File: config.mk
export PLATFORM = sky130hd
export DESIGN_NAME = hot_bit_seq
export DESIGN_NICKNAME = d
export VERILOG_FILES = /design/src/rtl/hot_bit_seq.sv
export SDC_FILE = /design/constraint.sdc
export NUM_CORES = 1
export LEC_CHECK = 0
export ABC_AREA = 1
export CELL_PAD_IN_SITES_DETAIL_PLACEMENT = 0
export CELL_PAD_IN_SITES_GLOBAL_PLACEMENT = 1
export CORE_ASPECT_RATIO = 0.8
export CORE_MARGIN = 2
export CORE_UTILIZATION = 28
export CTS_BUF_LIST = sky130_fd_sc_hd__clkbuf_4 sky130_fd_sc_hd__clkbuf_8
export CTS_CLUSTER_DIAMETER = 30
export DETAILED_ROUTE_END_ITERATION = 6
export DONT_BUFFER_PORTS = 1
export HOLD_SLACK_MARGIN = 0.15
export PLACE_DENSITY_LB_ADDON = 0.08
export SYNTH_ARGS = -nofsm -noshare
export SYNTH_HDL_FRONTEND = slang
export SYNTH_SLANG_ARGS = --single-unit
File: constraint.sdc
create_clock -name clk -period 3.2 [get_ports clk]
set_clock_uncertainty 0.15 [all_clocks]
set_input_delay 0.16 -clock clk [delete_from_list [all_inputs] [get_ports clk]]
set_output_delay 0.16 -clock clk [all_outputs]
set_load 0.005 [all_outputs]
File: src/rtl/hot_bit_seq.sv
// One-hot position sequencer: load, rotate or clear a single set bit across DEPTH lines.
// Every output is registered; out_idx tracks the set bit's binary position.
module hot_bit_seq #(
   parameter int unsigned DEPTH       = 8,
   parameter int unsigned BITS        = $clog2(DEPTH),
   parameter int unsigned RESET_INDEX = 0
) (
   input  logic             clk,
   input  logic             rst,
   input  logic             en,
   input  logic [1:0]       mode,
   input  logic [BITS-1:0]  index,
   output logic [DEPTH-1:0] out,
   output logic [BITS-1:0]  out_idx,
   output logic             active,
   output logic             wrap,
   output logic             err
);

   localparam logic [1:0] MODE_LOAD   = 2'b01;
   localparam logic [1:0] MODE_ROTATE = 2'b10;
   localparam logic [1:0] MODE_CLEAR  = 2'b11;

   localparam logic [BITS-1:0]  LAST_IDX  = BITS'(DEPTH - 1);
   localparam logic [BITS-1:0]  RESET_IDX = BITS'(RESET_INDEX);
   localparam logic [DEPTH-1:0] BIT0      = DEPTH'(1);
   localparam logic [DEPTH-1:0] RESET_OUT = BIT0 << RESET_INDEX;

   typedef enum logic {
      ST_EMPTY  = 1'b0,
      ST_ACTIVE = 1'b1
   } state_t;

   state_t state;

   // Sequencer state and registered outputs; wrap/err are single-cycle pulses.
   always_ff @(posedge clk) begin
      wrap <= 1'b0;
      err  <= 1'b0;
      if (rst) begin
         state   <= ST_ACTIVE;
         out     <= RESET_OUT;
         out_idx <= RESET_IDX;
         active  <= 1'b1;
      end else if (en) begin
         case (mode)
            MODE_LOAD: begin
               // Out-of-range index (non-power-of-two DEPTH only) leaves the position untouched.
               if (32'(index) < DEPTH) begin
                  state   <= ST_ACTIVE;
                  out     <= BIT0 << index;
                  out_idx <= index;
                  active  <= 1'b1;
               end else begin
                  err <= 1'b1;
               end
            end
            MODE_ROTATE: begin
               if (state == ST_EMPTY) begin
                  state   <= ST_ACTIVE;
                  out     <= BIT0;
                  out_idx <= '0;
                  active  <= 1'b1;
               end else if (out_idx == LAST_IDX) begin
                  out     <= BIT0;
                  out_idx <= '0;
                  wrap    <= 1'b1;
               end else begin
                  out     <= out << 1;
                  out_idx <= out_idx + BITS'(1);
               end
            end
            MODE_CLEAR: begin
               state   <= ST_EMPTY;
               out     <= '0;
               out_idx <= '0;
               active  <= 1'b0;
            end
            default: ;
         endcase
      end
   end

endmodule

# After elaboration in Yosys (flattened, before gate mapping)
# Index checks and enable logic that the tools add are counted.
# word_totals
ff_bits	14
output_inout_bits	14
# op_classes
addsub	1
n_eq_ne	5
shifts	1
mux	10
bitwise	3
n_reduce_logical	7
# op_table
op	count
$pmux 8 s3	1
$mux 8	2
$pmux 3 s3	1
$shl 1x3->8 const A	1
$mux 3	2
$eq 2x2->1 const B	2
$reduce_and 2->1	2
$reduce_or 4->1	1
$add 3x1->3 const B	1
$eq 3x3->1 const B	1
$not 1->1	3
$pmux 1 s3	1
$reduce_and 3->1	1
$reduce_bool 3->1	1
$eq 2x1->1 const B	1
$mux 1	2
$ne 2x2->1 const B	1
$pmux 1 s2	1
$reduce_bool 2->1	1
$reduce_or 2->1	1

# Longest topological paths before layout
# Gate-level depths: netlist (run 1).
# depth
word_depth	4
ltp_mapped	8
mapped_depth_nobuf	8

# Worst setup path before layout (run 1)
# Ideal clock, no wire load.
# synth_path
kind	reg-to-reg
start	register out_idx[0]
end	register out_idx[0]
setup_time_ns	0.111
arrival_time_ns	1.073
t_required_ns	2.939
path_slack_ns	1.865
path_stages_with_launch	8
n_path_buf	0
synth_period_minus_slack_ns	1.335
cell_sequence	dfxtp_1 > ha_1 > ha_1 > clkinv_1 > nand3_1 > nor2_1 > nor2_1 > nor2_1
# synth_between
elab_chain_len	4
# synth_lines
element	line	text
from (decl)	14	output logic [BITS-1:0] out_idx,
from (signal assigned)	52	out_idx <= index;
from (signal assigned)	70	out_idx <= out_idx + BITS'(1);
$add 3x1->3 or $eq 3x3->1 (tied branches)	70, 64	
$mux 3 (*)	64	end else if (out_idx == LAST_IDX) begin
$mux 3 (*)	59	if (state == ST_EMPTY) begin
$pmux 3 s3 (*)	46	case (mode)
# Mark *: on every way between the ends. The rest lies on a longest branch, timed or not.
# A chain may end at the register's enable or synchronous reset.

# Worst setup path in the final report (run 1)
# layout_path
start	input port mode[1]
end	register active
# layout_between
elab_chain_len	3
# layout_lines
element	line	text
from (decl)	11	input logic [1:0] mode,
$eq 2x2->1 or $eq 2x1->1 (tied branches)	46	
$ne 2x2->1 (no line) or $reduce_bool 3->1 (tied branches)	n/a	
$reduce_and 3->1 (no line)	n/a	
to (signal assigned)	44	active <= 1'b1;
to (signal assigned)	53	active <= 1'b1;
to (signal assigned)	63	active <= 1'b1;
to (decl)	15	output logic active,
# Several ways; a longest one is shown, not always the timed one.

==> results of run 1 <==
## state kept, by name, indices dropped and copies added (netlist names)
name	count
out	8
out_idx	3
active	1
state	1
wrap	1
## worst min-delay path: stages
cell and delay [ns]:
o21ai_2 0.15, nand2_1 0.11, nand3_1 0.06
## how the worst max path moves through the flow
stage                from          to  slack, ns
2_1_floorplan  out_idx[0]  out_idx[0]       1.87
3_3_place_gp   out_idx[0]      out[4]       1.63
3_5_place_dp   out_idx[0]      out[4]       1.62
4_1_cts           mode[1]      active       0.50
5_1_grt           mode[1]      active       0.42
6_report          mode[1]      active       0.49
## cell usage in the layout, fill, tap and decap left out
| cell | instances |
|---|---|
| clkbuf_8 | 3 |
| clkinv_1 | 1 |
| conb_1 | 1 |
| dfxtp_1 | 14 |
| dlygate4sd3_1 | 13 |
| ha_1 | 2 |
| inv_1 | 19 |
| nand2_1 | 53 |
| nand2_2 | 1 |
| nand3_1 | 13 |
| nor2_1 | 36 |
| nor2_2 | 1 |
| nor2_4 | 1 |
| nor4_1 | 1 |
| o21ai_2 | 1 |
## power by group
group	internal [W]	switching (W)
Clock	0.0000834	0.0000653
Combinational	0.0000335	0.0000448
Sequential	0.000187	0.0000140
Total	0.000304	0.000124
## metrics by stage
stage,instances,power [W],util (%)
CTS,200,0.000437,34.6
global placement,184,0.000269,28.9
detailed placement,184,0.000270,28.9
global route,200,0.000458,34.6
finish,200,0.000428,34.6
floorplan,150,0.000261,-
## routing by layer
metal  vias up  global-route usage, %  share of wire [%]
met3         0                   5.65                4.8
met4         0                   2.04                  0
li1        466                      -                  -
met5         -                      0                  0
met2        16                   24.7                 49
met1       368                   15.7                 46
## area by class of cell
class | count | area, um^2 | share of cell area, %
Sequential cell | 14 | 280 | 26.9
Inverter | 20 | 75.1 | 7.19
Clock buffer | 3 | 41.3 | 3.96
Multi-Input combinational cell | 110 | 467 | 44.7
Timing Repair Buffer | 13 | 130 | 12.5
Tap cell | 40 | 50.0 | 4.80
## cells by family after synthesis
| kind of cell | count (synthesis) | share of synthesized area (%) |
|---|---|---|
| simple gates | 106 | 49.6 |
| buf+inv | 26 | 13.6 |
| flops | 14 | 32.4 |
| fa+ha+maj | 2 | 2.89 |
| compound gates | 1 | 1.01 |
| other cells | 1 | 0.434 |
==> impl_results.md, run 1 <==
* Status: finished, final reports clean
* GRT Util Overall at 13.7%
* Top FF cell, synth: dfxtp_1
* CTS resizes at 0
* Area after DPL at 872 um^2
* Cells after Synth at 150
* CP Buf/Inv Count at 4
* WP data arrival at 2.70 ns
* Setup slack, reg-to-reg at 0.80 ns
* Leak pwr at 0.525 nW
* Port bufs at 0
* Slowest CP cell: dlygate4sd3_1
* Endpoint type of the worst setup path: flop
* Post-Syn Nets at 160
* Top-area cell type share of the netlist area at 32.4%
* Area growth, synth to finish at 20.7%
* Reg2reg end: active
* Die ar. at 3550 um^2
* H-tree levels at 1
* Starting DRT DRC Count at 32
* Maximum vdd drop at 0.166 mV
* Max_slew headroom at 61.3%
* Worst-case reg-to-reg path depth at 5
* DP HPWL at 1510 um
* Max Buffers Root-to-Sink at 2
* Synthesized flop and latch total at 14
* # Post-CTS Setup Buffers at 0
* Die W at 66.1 um
* Initial core utilization at 28.6%
* Mapped Area at 865 um^2
* Core area at 3020 um^2
* # Max-Cap Violations at 0
* Max Clk Rate at 368 MHz
* Critical Path Fanout Max at 5
* Power density over the cells at 410 nW/um^2
* Crit path top cell by count: dlygate4sd3_1
* Setup TNS at 0 ns
* Hold slack at 0.144 ns
* Top delay family on crit path: buffers and inverters
* Avg Cell Area, Syn at 5.76 um^2
* Detail Route Antenna Nets at 0
* RSZ-0062 raised after global routing: no
* Critical path class: in -> reg
* Stages on the worst setup path at 7
* Slew Viols, Final at 0
* Fin worst setup slack at 0.485 ns
* Routed wire length at 2200 um
* CTS Buf Count at 3
* Fin area at 1040 um^2
* CTS clk-pin slew, worst paths at 0.06 ns
* Clk root buf: clkbuf_8
* Clk_lat worst skew at 0.25 ns
* First-pass iteration count of the detailed router at 4
* Synth cell count leaders: nand2_1 (53), nor2_1 (36), inv_1 (19)
* Startpoint types: input port
* Num rows at 18
* Clk sinks at 14
* Share of synthesized registers carrying an async set or reset at 0%
* DR vias at 850
* I/O Pins at 22
* Crit path cell chain: dlygate4sd3_1, nand2_1, dlygate4sd3_1, nand3_1, dlygate4sd3_1, nand3_1, dlygate4sd3_1
* Synth unique cells at 17
* Cell taking the most area after synthesis: dfxtp_1
* Hold_sp: en
* Nets@finish at 172
* Inserted Diodes at 0
* Fill cells at 370
* Grt total ovfl at 0
* Synth warnings at 0
* Vias in the first global route at 804
* Final Critical Period at 2.71 ns
* Die Y at 53.7 um
* Largest net degree at the start of global routing at 15
* Final Hold Viols at 0
* Initial antenna violation count at 0
* DR WL/cell at 11.0 um
* Tcrit/Tclk final at 84.8%
* Global-route wire length before repair at 3600 um
* Hold Path End: out[0]
* Required @ worst endpoint at 3.18 ns
* Post-synth EDFFs at 0
* DR DRC count at 0
* Worst R2R Start: state
* Count of final setup violators at 0
* Layout cells sized above 1 at 4.38%
* Tightest Pin Transition at 0.580 ns
* Most frequent cell after synthesis: nand2_1
* Worst Hold Depth at 3
* Seq/Total Area, Yosys at 32.4%
* Pre-CTS WS at 1.62 ns
* Min-delay worst type: in -> reg
* # hold bufs at CTS at 13
* Final GP Congestion at 0.728
* Largest cells by area after synthesis: dfxtp_1 (32%), nand2_1 (23%), nor2_1 (16%)
* CTS tree: yes
* Via density per instance at 4.25
* Max incr delay on CP at 0.62 ns
No activity file was read; power rests on OpenSTA's default activity.
==> run 2, diff against run 1 <==
Settings changed: ABC_AREA 1 to 0.
Clock period 3.2 ns to 2.7 ns, I/O delays scaled along.
==> impl_results.md, run 2 <==
* Count of final setup violators at 0 (unchanged)
* GRT Util Overall at 15.9% (was 13.7%)
* Top delay family on crit path: simple AND/OR/NAND/NOR gates (was buffers and inverters)
* Most frequent cells in the layout: dfxtp_1 (14), dlygate4sd3_1 (12), nor2_1 (11), o21ai_0 (9) (was nand2_1 (53), nor2_1 (36), inv_1 (19), dfxtp_1 (14))
* Via density per instance at 5.38 (was 4.25)
* Max Clk Rate at 429 MHz
* Inserted Diodes at 0 (unchanged)
* Final GP Congestion at 0.645 (was 0.728)
* Cell taking the most area after synthesis: dfxtp_1 (unchanged)
* DR vias at 721 (was 850)
* Most frequent cell after synthesis: dfxtp_1 (was nand2_1)
* Area growth, synth to finish at 20.0% (was 20.7%)
* Initial antenna violation count at 0 (unchanged)
* Synth warnings at 0 (unchanged)
* Maximum vdd drop at 0.181 mV (was 0.166 mV)
* H-tree levels at 1 (unchanged)
* Max_slew headroom at 64.1% (was 61.3%)
* Die ar. at 3090 um^2 (was 3550 um^2)
* Hold Path End: out[0] (unchanged)
* Final Hold Viols at 0 (unchanged)
* Commonest non-fill, non-tap cell in the layout: dfxtp_1 (was nand2_1)
* Cells after Synth at 90 (was 150)
* Synthesized flop and latch total at 14 (unchanged)
* Initial core utilization at 30.0% (was 28.6%)
* Tcrit/Tclk final at 86.3%
* Routed wire length at 2140 um (was 2200 um)
* WP data arrival at 2.41 ns (was 2.70 ns)
* DR DRC count at 0 (unchanged)
* CTS Buf Count at 3 (unchanged)
* Number of flip-flops in the largest register at 8 (unchanged)
* Synth cell count leaders: dfxtp_1 (14), nor2_1 (11), o21ai_0 (9) (was nand2_1 (53), nor2_1 (36), inv_1 (19))
* Post-synth EDFFs at 0 (unchanged)
* Synth unique cells at 26 (was 17)
* Top flop regs: out (8), out_idx (3) (unchanged)
* Setup TNS at 0 ns (unchanged)
* Detail Route Antenna Nets at 0 (unchanged)
* Max incr delay on CP at 0.57 ns (was 0.62 ns)
* Min-delay worst type: in -> reg (unchanged)
* Global-route wire length before repair at 3580 um (was 3600 um)
* Avg Cell Area, Syn at 8.29 um^2 (was 5.76 um^2)
* Hold_sp: index[2] (was en)
* Top-area cell type share of the netlist area at 37.6% (was 32.4%)
* CTS clk-pin slew, worst paths at 0.09 ns (was 0.06 ns)
* Post-route insts no fill at 134 (was 200)
* Crit path cell chain: ha_1, ha_1, and4bb_1, nand2_1, a311oi_1, dlygate4sd3_1 (was dlygate4sd3_1, nand2_1, dlygate4sd3_1, nand3_1, dlygate4sd3_1, nand3_1, dlygate4sd3_1)
* Status: finished, final reports clean (unchanged)
* Layout cells sized above 1 at 3.06% (was 4.38%)
* First-pass iteration count of the detailed router at 4 (unchanged)
* Reg2reg end: out[2] (was active)
* Post-placement cell count at 119 (was 184)
* Die Y at 50.2 um (was 53.7 um)
* Largest cells by area after synthesis: dfxtp_1 (38%), a311oi_1 (9.4%), o21ai_0 (6.0%) (was dfxtp_1 (32%), nand2_1 (23%), nor2_1 (16%))
* Setup slack, reg-to-reg at 0.37 ns (was 0.80 ns)
* # Max-Cap Violations at 0 (unchanged)
* # Post-CTS Setup Buffers at 0 (unchanged)
* Core area at 2480 um^2 (was 3020 um^2)
* Nets@finish at 110 (was 172)
* Worst R2R Start: out_idx[0] (was state)
* CTS tree: yes (unchanged)
* Share of synthesized registers carrying an async set or reset at 0% (unchanged)
* Final Critical Period at 2.33 ns
* Critical path class: reg -> reg (was in -> reg)
* Power density over the cells at 479 nW/um^2 (was 410 nW/um^2)
* Grt total ovfl at 0 (unchanged)
* Port bufs at 0 (unchanged)
* CP Buf/Inv Count at 1 (was 4)
* DR WL/cell at 16.0 um (was 11.0 um)
* Slowest CP cell: dlygate4sd3_1 (unchanged)
* Die W at 61.7 um (was 66.1 um)
* Endpoint type of the worst setup path: flop (unchanged)
* Startpoint types: flop (was input port)
* Top FF cell, synth: dfxtp_1 (unchanged)
* Post-Syn Nets at 100 (was 160)
* Num rows at 16 (was 18)
* Clk root buf: clkbuf_4 (was clkbuf_8)
* I/O Pins at 22 (unchanged)
* Fin worst setup slack at 0.369 ns (was 0.485 ns)
* Max Buffers Root-to-Sink at 2 (unchanged)
* Pre-CTS WS at 0.904 ns (was 1.62 ns)
* Required @ worst endpoint at 2.78 ns (was 3.18 ns)
* Critical Path Fanout Max at 8 (was 5)
* Fill cells at 293 (was 370)
* Seq/Total Area, Yosys at 37.6% (was 32.4%)
* Tightest Pin Transition at 0.536 ns (was 0.580 ns)
* Vias in the first global route at 702 (was 804)
* Worst Hold Depth at 3 (unchanged)
* Mapped Area at 746 um^2 (was 865 um^2)
* Leak pwr at 0.350 nW (was 0.525 nW)
* Worst-case reg-to-reg path depth at 6 (was 5)
* RSZ-0062 raised after global routing: no (unchanged)
* Slew Viols, Final at 0 (unchanged)
* Crit path top cell by count: ha_1 (was dlygate4sd3_1)
* DP HPWL at 1250 um (was 1510 um)
* Top reg by flops: out (unchanged)
* Clk sinks at 14 (unchanged)
* Clk_lat worst skew at 0.28 ns (was 0.25 ns)
* Largest net degree at the start of global routing at 15 (unchanged)
* Starting DRT DRC Count at 23 (was 32)
==> run 2: changes by cell type after synthesis, sizes merged, moves of 3 or more <==
cell / change
inv: -16
nor2: -27
clkbuf: +3
nand3: -12
o21ai: +8
nand2b: +3
nor3b: +4
and3b: +5
a211oi: +3
a311oi: +8
nand2: -46
==> run 2: final cells by class <==
type,instances,area [um^2],area share (%)
clock buffer,3,22.5,2.52
inverter,3,11.3,1.26
multi-input combinational,66,415,46.4
sequential,14,280,31.3
tap,36,45.0,5.03
timing repair buffer,12,120,13.4
==> run 2: worst max path at each step <==
stage	startpoint	to	cells past startpoint
after floorplan	out_idx[0]	out[4]	6
after global placement	out_idx[0]	out[1]	5
after detailed placement	out_idx[0]	out_idx[0]	5
after CTS	out_idx[0]	out[2]	6
after global routing	out_idx[0]	out[2]	6
final	out_idx[0]	out[2]	6
==> run 2: kinds of logic (layout without fill, tap and decap cells) <==
logic type,count (synthesis),count (layout),share of synthesized area (%)
AO/OA/AOI/OAI,27,27,25.0
adder cells (fa/ha/maj),2,2,3.36
buffers and inverters,10,18,6.71
flip-flops,14,14,37.6
other,1,1,0.503
AND/OR/NAND/NOR,36,36,26.8
==> run 2: per-stage QoR <==
| step | instance area [um^2] | hold slack (ns) | utilization (%) | total power, W |
|---|---|---|---|---|
| 2_1_floorplan | 746 | 0.0571 | - | 0.000282 |
| 3_3_place_gp | 752 | 0.0603 | 30.3 | 0.000286 |
| 3_5_place_dp | 752 | 0.0608 | 30.3 | 0.000285 |
| 4_1_cts | 895 | 0.155 | 36.0 | 0.000434 |
| 5_1_grt | 895 | 0.209 | 36.0 | 0.000457 |
| 6_report | 895 | 0.169 | 36.0 | 0.000429 |
==> run 2: routing by layer <==
layer  GRT usage [%]  part of all wire (%)  wire (um)
met3            7.99                   5.0        108
met1            20.4                    48       1020
met5               0                     0          0
met2            23.3                    45        972
met4            4.61                   1.9         40
==> run 2: what timing repair did <==
item,in CTS,in global routing
hold buffers,12,0
resized for setup,0,0
endpoints found under the hold margin,14,0
==> run 2: tightest hold or removal path, delay by kind of cell <==
| kind | cells | cell delay (ns) |
|---|---|---|
| simple gates | 1 | 0.03 |
| compound gates | 2 | 0.40 |
==> run 2: where the power goes <==
group / leakage, nW / internal [W] / switching [W]
registers: 0.115 / 0.000220 / 0.0000130
logic: 0.221 / 0.0000336 / 0.0000388
clock network: 0.0138 / 0.0000518 / 0.0000718
total: 0.350 / 0.000305 / 0.000124
